<file path="src/rtl/bcd_scan_controller.sv">
// bcd_scan_controller: accepts a 4-digit BCD frame over a valid/ready handshake
// and scans it across a multiplexed display, DWELL cycles per digit.
//
// Ports:
//   clk         rising-edge clock
//   rst         synchronous active-high reset
//   load_valid  requester presents a frame on load_data
//   load_ready  controller can accept a frame this cycle
//   load_data   four BCD digits, digit0 in [3:0] .. digit3 in [15:12]
//   scan_en     1 = scan runs, 0 = scan frozen and display blanked
//   dig_sel     one-hot select of the digit currently driven
//   dec_out     one-hot decimal decode of the current digit (0 for codes 10..15)
//   frame_done  pulse on the last dwell cycle of digit3
//   bad_code    held frame contains at least one nibble above 9
module bcd_scan_controller #(
  parameter int unsigned DWELL = 4
) (
  input  logic        clk,
  input  logic        rst,
  input  logic        load_valid,
  output logic        load_ready,
  input  logic [15:0] load_data,
  input  logic        scan_en,
  output logic [3:0]  dig_sel,
  output logic [9:0]  dec_out,
  output logic        frame_done,
  output logic        bad_code
);

  typedef enum logic {StIdle, StScan} state_e;

  localparam logic [7:0] CntMax = 8'(DWELL - 1);

  state_e      state_q, state_d;
  logic [1:0]  idx_q, idx_d;
  logic [7:0]  cnt_q, cnt_d;
  logic [15:0] frame_q, frame_d;
  logic        bad_q, bad_d;

  logic        run;
  logic        frame_end;
  logic        xfer;
  logic [3:0]  nibble;

  always_comb begin
    run        = (state_q == StScan) && scan_en;
    frame_end  = run && (idx_q == 2'd3) && (cnt_q == CntMax);
    // Accepting only at frame end keeps a frame from being torn mid-scan.
    load_ready = (state_q == StIdle) || frame_end;
    xfer       = load_valid && load_ready;
  end

  always_comb begin
    state_d = state_q;
    idx_d   = idx_q;
    cnt_d   = cnt_q;
    frame_d = frame_q;
    bad_d   = bad_q;
    if (xfer) begin
      state_d = StScan;
      idx_d   = 2'd0;
      cnt_d   = 8'd0;
      frame_d = load_data;
      bad_d   = (load_data[3:0] > 4'd9) || (load_data[7:4] > 4'd9) ||
                (load_data[11:8] > 4'd9) || (load_data[15:12] > 4'd9);
    end else if (run) begin
      if (cnt_q == CntMax) begin
        cnt_d = 8'd0;
        idx_d = idx_q + 2'd1;  // wraps 3 -> 0, so frame end rescans the held frame
      end else begin
        cnt_d = cnt_q + 8'd1;
      end
    end
  end

  always_ff @(posedge clk) begin
    if (rst) begin
      state_q <= StIdle;
      idx_q   <= 2'd0;
      cnt_q   <= 8'd0;
      frame_q <= 16'd0;
      bad_q   <= 1'b0;
    end else begin
      state_q <= state_d;
      idx_q   <= idx_d;
      cnt_q   <= cnt_d;
      frame_q <= frame_d;
      bad_q   <= bad_d;
    end
  end

  always_comb begin
    nibble     = frame_q[{idx_q, 2'b00} +: 4];
    dig_sel    = run ? (4'b0001 << idx_q) : 4'b0000;
    // Non-BCD codes blank the segment decode but keep the digit selected.
    dec_out    = (run && (nibble <= 4'd9)) ? (10'b00_0000_0001 << nibble) : 10'b0;
    frame_done = frame_end;
    bad_code   = bad_q;
  end

endmodule

</file>
<file path="config.mk">
export PLATFORM = sky130hd
export DESIGN_NAME = bcd_scan_controller
export DESIGN_NICKNAME = d
export VERILOG_FILES = /design/src/rtl/bcd_scan_controller.sv
export SDC_FILE = /design/constraint.sdc
export NUM_CORES = 1
export LEC_CHECK = 0
export BUFFER_PORTS_ARGS = -buffer_cell sky130_fd_sc_hd__clkbuf_2
export CAP_MARGIN = 40
export CORE_ASPECT_RATIO = 0.9
export CORE_MARGIN = 2
export CORE_UTILIZATION = 30
export DETAILED_ROUTE_END_ITERATION = 10
export GPL_TIMING_DRIVEN = 0
export PLACE_DENSITY = 0.49
export RECOVER_POWER = 100
export SLEW_MARGIN = 20
export SYNTH_ARGS = -nofsm -noshare
export SYNTH_HDL_FRONTEND = slang
export SYNTH_SLANG_ARGS = --single-unit
</file>
<file path="constraint.sdc">
create_clock -name clk -period 3.61 [get_ports clk]
set_input_delay 0.361 -clock clk [delete_from_list [all_inputs] [get_ports clk]]
set_output_delay 0.361 -clock clk [all_outputs]
set_load 0.05 [all_outputs]
</file>
# After elaboration in Yosys (flattened, before gate mapping)
# Index checks and enable logic that the tools add are counted.
# totals
regBits,28
inputBits,20
output_inout_bits,17
# op_classes
addsub,2
order_cmp,5
n_eq_ne,2
shifts,3
n_mux,3
bitwise,1
reduce_logical,11
# ops
operator,count
$gt A4 B4 Y1 const B,4
$shiftx A16 B5 Y4,1
$mux W10,1
$shl A1 B4 Y10 const A,1
$add A8 B1 Y8 const B,1
$eq A8 B2 Y1 const B,1
$mux W8,1
$logic_and A1 B1 Y1,5
$le A4 B4 Y1 const B,1
$logic_or A1 B1 Y1,4
$mux W4,1
$shl A1 B2 Y4 const A,1
$add A2 B1 Y2 const B,1
$eq A2 B2 Y1 const B,1
$reduce_and A2 Y1,1
$reduce_or A2 Y1,1
$not A1 Y1,1

# Longest topological paths before layout
# Gate-level depths: netlist (run 1).
# depth
depth_word,6
depth_mapped,6
ltp_nobuf,4

# Least setup slack after synthesis (run 1)
# Ideal clock, no wire load.
# synth_path
path_kind,register to output
start,register idx_q[0]
end,output port dec_out[9]
t_arrival_ps,2967
required_ps,3249
slack_ps,282
stages_incl_launch_ff,5
path_cell_list,dfxtp_1 -> clkbuf_1 -> mux4_2 -> nand2b_1 -> nor4b_1
# synth_via
elab_chain_cells,4
# synth_lines
item,line,text
start: declaration,35,"logic [1:0] idx_q, idx_d;"
start signal: assignment,85,idx_q <= idx_d;
$shiftx A16 B5 Y4 *,93,"nibble = frame_q[{idx_q, 2'b00} +: 4];"
$le A4 B4 Y1,96,dec_out = (run && (nibble <= 4'd9)) ? (10'b00_0000_0001 << nibble) : 10'b0;
$logic_and A1 B1 Y1,96,
$mux W10 *,96,
end: declaration,25,"output logic [9:0] dec_out,"
# Every way passes the cells marked *; elsewhere a longest branch is shown, timed or not.

# Final worst setup path (run 1)
# layout_path
start,register idx_q[0]
end,output port dec_out[4]
# Same word-level chain as after synthesis.

==> impl_metrics.yaml, run 1 <==
clocking:
  path_clk_slew_ns: 0.10
  post_cts_resized: 0
  htree_levels: 1
  hold_buffers: 0
  cts_root_buf: "clkbuf_8"
  tritoncts: "built"
  clock_path_buffers: 2
  cts_buffers: 3
  cts_sinks: 28
  postCtsSetupRepairBufs: 0
  insertion_delay_ns: 0.28
die:
  dieHeight_um: 72.23
  fp.dieW_um: 79.81
  core-area_um2: 4925
  dieArea_um2: 5764
  rows: 24
  start_util_pct: 31.50
  top_level_ports: 37
placed_design:
  placed_cells: 279
  dpl.hpwl_um: 2858
  numPortBuffers: 35
  gp_congestion: 0.7461
  placedInstanceArea_um2: 1808
  dp_slack_ns: 1.014
worst_setup_path:
  cp_top_family: "buffers and inverters"
  crit_path_top_delay_cell: "mux4_2"
  reg2reg_depth: 6
  crit_chain: "clkbuf_1 -> mux4_2 -> or3_1 -> nor2_1 -> clkbuf_1"
  worstPathRequired_ns: 3.25
  critPathMaxStageDelay_ns: 0.60
  cp.depth: 5
  cp_common_cell: "clkbuf_1"
  critPathMaxFanout: 6
  path_buf_inv: 2
  crit_arrival_ns: 2.72
  endpoint_kind: "primary output"
  start_kind: "flip-flop"
  crit_type: "reg2out"
global_routing:
  grt_max_degree: 17
  antenna_found_initial: 0
  grt_pass1_wl_um: 6624
  grt_overflow: 0
  grt_pass1_vias: 1307
  grt_usage_pct: 14.63
pwr:
  peakVddDrop_mv: 0.2269
  p_leak_nw: 0.6799
  p_per_area_nw_per_um2: 369.4
  power_mw: 0.6735
layout:
  drive_gt1_share_pct: 12.39
  final_core_util_pct: 37.02
  area_growth_pct: 17.50
  n_fill_cell: 545
  stdcell_area_um2: 1823
  fin_nets: 244
  final_cell_mix: "nand2_1 (39), clkbuf_1 (28), dfxtp_1 (28)"
  num_antenna_cells: 0
  final_cell_count_no_fill: 283
  final_common_cell: "nand2_1"
yosys:
  avgSynthCellArea_um2: 8.668
  synth.net_count: 204
  yosys_register_bits: 28
  synth_cell_types: 33
  syn_inst: 179
  synth_area_um2: 1551
  synth_seq_area_share_pct: 36.13
  yosysWarnings: 0
sta:
  timing.hold.ws_ns: 0.3052
  tns_ns: 0
  max_freq_mhz: 324.4
  fin_crit_ns: 3.083
  rsz0062_at_grt: "no"
  maxSlewHeadroom_pct: 33.77
  fin_crit_sh_pct: 85.40
  finalHoldViolations: 0
  worst_clock_skew_ns: 0.004577
  setup_viol: 0
  setup_ws_ns: 0.5270
  slew_viol_final: 0
  worst_slew_pin_slew_ns: 0.9810
run:
  cap_viol_max_count: 0
worst_hold_path:
  hp-class: "in2reg"
  whs_path_depth: 3
route:
  ant_nets: 0
  wl_per_cell_um: 13.54
  post-route-drc-count: 0
  drt_iter0_markers: 40
  postRouteWirelength_um: 3833
  dr.pass1.iters: 5
  via_count: 1400
  viasPerCell: 4.947
status:
  status: "finished, final reports clean"
## cell usage after synthesis
cell type	count	area [um2]
clkinv_1	1	3.750
nor4b_1	2	17.52
or2_2	1	6.260
dfxtp_1	28	560.5
nand3b_1	1	7.510
o311ai_1	1	8.760
or4b_1	1	10.01
buf_2	1	5.000
o31ai_1	4	30.03
o211ai_1	1	7.510
or4_1	2	15.01
and3_1	3	18.77
inv_1	5	18.77
a41o_1	1	10.01
ha_1	5	62.56
mux4_2	4	90.09
nand3_1	4	20.02
a211oi_1	5	37.54
o21ai_0	7	35.03
nand4_1	4	25.02
buf_6	2	22.52
mux2i_1	17	170.2
nand2_1	39	146.4
or3_1	5	31.28
a211o_1	2	17.52
nor4_1	1	6.260
nor3_1	2	10.01
a21oi_1	5	25.02
and2_1	1	6.260
o41ai_4	1	27.53
nand2b_1	5	31.28
clkbuf_1	8	30.03
nor2_1	10	37.54
## worst register-to-register path, cell delays in order (launching register included)
cell and delay (ns):
dfxtp_1 0.40, ha_1 0.23, or4b_1 0.44, clkbuf_1 0.19, o41ai_1 0.80, clkbuf_1 0.67
mux2i_1 0.26
## area by class of cell
| class | instances | area (um2) | area share (%) |
|---|---|---|---|
| Multi-Input combinational cell | 134 | 892.1 | 48.94 |
| Tap cell | 65 | 81.33 | 4.461 |
| Clock inverter | 1 | 30.03 | 1.647 |
| Sequential cell | 28 | 560.5 | 30.75 |
| Clock buffer | 3 | 41.29 | 2.265 |
| Timing Repair Buffer | 35 | 153.9 | 8.442 |
| Buffer | 11 | 41.29 | 2.265 |
| Inverter | 6 | 22.52 | 1.235 |
## worst paths after layout
check / startpoint / endpoint / slack [ns]
max: idx_q[0] / dec_out[4] / 0.53
min: load_data[8] / frame_q[8] / 0.31
max reg2reg: cnt_q[0] / frame_q[8] / 0.55
min reg2reg: frame_q[13] / frame_q[13] / 0.46
## cell families (layout without fill, tap and decap cells)
group | Yosys count | in the layout | share of synthesized area, %
AO/OA/AOI/OAI | 27 | 27 | 12.82
adder cells (fa/ha/maj) | 5 | 5 | 4.032
buffers and inverters | 17 | 56 | 5.161
flip-flops | 28 | 28 | 36.13
multiplexers | 21 | 21 | 16.77
AND/OR/NAND/NOR | 81 | 81 | 25.08
## where the power goes
group          internal [mW]  switching [mW]  leakage (nW)  total [mW]
Combinational         0.0337          0.0598         0.415      0.0935
Clock                  0.149           0.102        0.0357       0.251
Sequential             0.322         0.00683         0.229       0.329
## per-layer routing
metal | part of all wire, % | up-vias | global-route usage (%)
met2 | 39 | 38 | 20.17
li1 | - | 714 | -
met3 | 5.5 | 2 | 2.861
met5 | 0 | - | 0
met4 | 0.50 | 0 | 2.260
met1 | 55 | 646 | 23.74
## flip-flops by register name, summed over array words and instances, names as in the netlist
| register | count |
|---|---|
| frame_q | 16 |
| cnt_q | 8 |
| idx_q | 2 |
| bad_code | 1 |
| state_q | 1 |
Note: power is estimated with default switching activity, not from simulation.
==> run 2, diff against run 1 <==
- CORE_MARGIN: 2 -> 5
==> run 2 against run 1 <==
Die area increased by 16%. Final cell count stayed put. Non-clock buffer count stayed put. Via count down 0.64%. Critical path depth unchanged. Register-to-register slack barely moved. Count of clock-buffer cells in the layout unchanged. Core utilization stayed put. Largest cell class unchanged.
==> impl_metrics.yaml, run 2 (same netlist as run 1, synthesis figures left out) <==
worst_setup_path:
  start_kind: "flip-flop"
  crit_arrival_ns: 2.73
  critPathMaxStageDelay_ns: 0.60
  worstPathRequired_ns: 3.25
  crit_type: "reg2out"
  regToRegEndpoint: "frame_q[1]"
  critPathMaxFanout: 6
  crit_chain: "clkbuf_1 -> mux4_2 -> or3_1 -> nor2_1 -> clkbuf_1"
  crit_path_top_delay_cell: "mux4_2"
  endpoint_kind: "primary output"
  reg2reg_depth: 6
  worstReg2RegStart: "cnt_q[0]"
  rrSetupSlack_ns: 0.56
  cp_common_cell: "clkbuf_1"
layout:
  final_common_cell: "nand2_1"
  regMostFlops: "frame_q"
  area_growth_pct: 17.50
  stdcell_area_um2: 1823
  final_cell_count_no_fill: 283
  num_antenna_cells: 0
  final_cell_mix: "nand2_1 (39), clkbuf_1 (28), dfxtp_1 (28)"
  fin_nets: 244
  drive_gt1_share_pct: 12.39
  largest_reg_flops: 16
  top_regs: "frame_q (16), cnt_q (8), idx_q (2)"
global_routing:
  antenna_found_initial: 0
  grt_pass1_vias: 1331
  grt_usage_pct: 12.68
  grt_pass1_wl_um: 6906
  grt_max_degree: 17
  grt_overflow: 0
route:
  post-route-drc-count: 0
  wl_met3_um: 204
  via_count: 1391
  ant_nets: 0
  drt_iter0_markers: 65
  viasPerCell: 4.915
  wl_met2_um: 1630
  postRouteWirelength_um: 4006
  dr.pass1.iters: 6
  drt-met1-wl_um: 2145
  wl_per_cell_um: 14.16
  dr.max_layer_used: "met4"
worst_hold_path:
  min_to: "frame_q[8]"
  whs_path_depth: 3
  hp-class: "in2reg"
  min_from: "load_data[8]"
placed_design:
  gp_congestion: 0.7318
  dpl.hpwl_um: 2992
  placed_cells: 279
  placedInstanceArea_um2: 1808
  numPortBuffers: 35
clocking:
  htree_levels: 1
  cts_buffers: 3
  cts_root_buf: "clkbuf_8"
  postCtsSetupRepairBufs: 0
  tritoncts: "built"
  path_clk_slew_ns: 0.10
  cts_sinks: 28
  clock_path_buffers: 2
  insertion_delay_ns: 0.28
  post_cts_resized: 0
  hold_buffers: 0
sta:
  slew_viol_final: 0
  fin_crit_ns: 3.095
  setup_viol: 0
  rsz0062_at_grt: "no"
  fin_crit_sh_pct: 85.74
  maxSlewHeadroom_pct: 29.47
  max_freq_mhz: 323.1
  worst_clock_skew_ns: 0.007494
  tns_ns: 0
  finalHoldViolations: 0
  worst_slew_pin_slew_ns: 1.045
die:
  core-area_um2: 4925
  fp.dieW_um: 85.81
  dieHeight_um: 78.23
  dieArea_um2: 6712
  rows: 24
  top_level_ports: 37
  start_util_pct: 31.50
pwr:
  p_per_area_nw_per_um2: 370.8
  p_leak_nw: 0.6799
  power_mw: 0.6759
  peakVddDrop_mv: 0.2299
status:
  status: "finished, final reports clean"
run:
  cap_viol_max_count: 0
[run 2: cell counts in the layout (fill, tap and decap cells not counted)]
No cell type changed its count.
[run 2: worst max-delay path: cells and delay by family, from the launching register on]
kind / cells / cell delay, ns
buffers and inverters: 2 / 0.87
flip-flops: 1 / 0.38
multiplexers: 1 / 0.60
AND/OR/NAND/NOR: 2 / 0.59
[run 2: worst max path at each step]
| stage | startpoint | endpoint | slack (ns) |
|---|---|---|---|
| floorplan | idx_q[0] | dec_out[9] | 0.28 |
| global placement | idx_q[0] | dec_out[0] | 1.01 |
| detailed placement | idx_q[0] | dec_out[0] | 0.99 |
| CTS | idx_q[0] | dec_out[0] | 0.66 |
| global route | cnt_q[0] | frame_q[4] | 0.30 |
| finish | idx_q[0] | dec_out[1] | 0.51 |
[run 2: cell type report]
class | instances | area, um2
fill | 557 | 3102
buffer | 11 | 41.29
multi-input combinational | 134 | 892.1
clock buffer | 3 | 41.29
inverter | 6 | 22.52
tap | 65 | 81.33
clock inverter | 1 | 30.03
timing repair buffer | 35 | 153.9
sequential | 28 | 560.5
[run 2: stage by stage]
step                      hold slack [ns]  util, %  worst slack, ns
after CTS                          0.2878    38.16           0.6640
after global placement             0.4442    36.71            1.006
after detailed placement           0.4465    36.71           0.9906
final                              0.2937    37.02           0.5148
after floorplan                    0.4315        -           0.2816
after global routing               0.3009    37.02           0.3041
[run 2: layer usage]
metal | track usage, % | up-vias
met5 | 0 | -
met4 | 2.690 | 0
met3 | 3.141 | 4
met2 | 17.70 | 35
met1 | 19.44 | 634
li1 | - | 718
[run 2: power breakdown]
| group | total [mW] | internal [mW] | switching, mW |
|---|---|---|---|
| Clock | 0.253 | 0.149 | 0.104 |
| Sequential | 0.329 | 0.322 | 0.00685 |
| Combinational | 0.0940 | 0.0337 | 0.0603 |
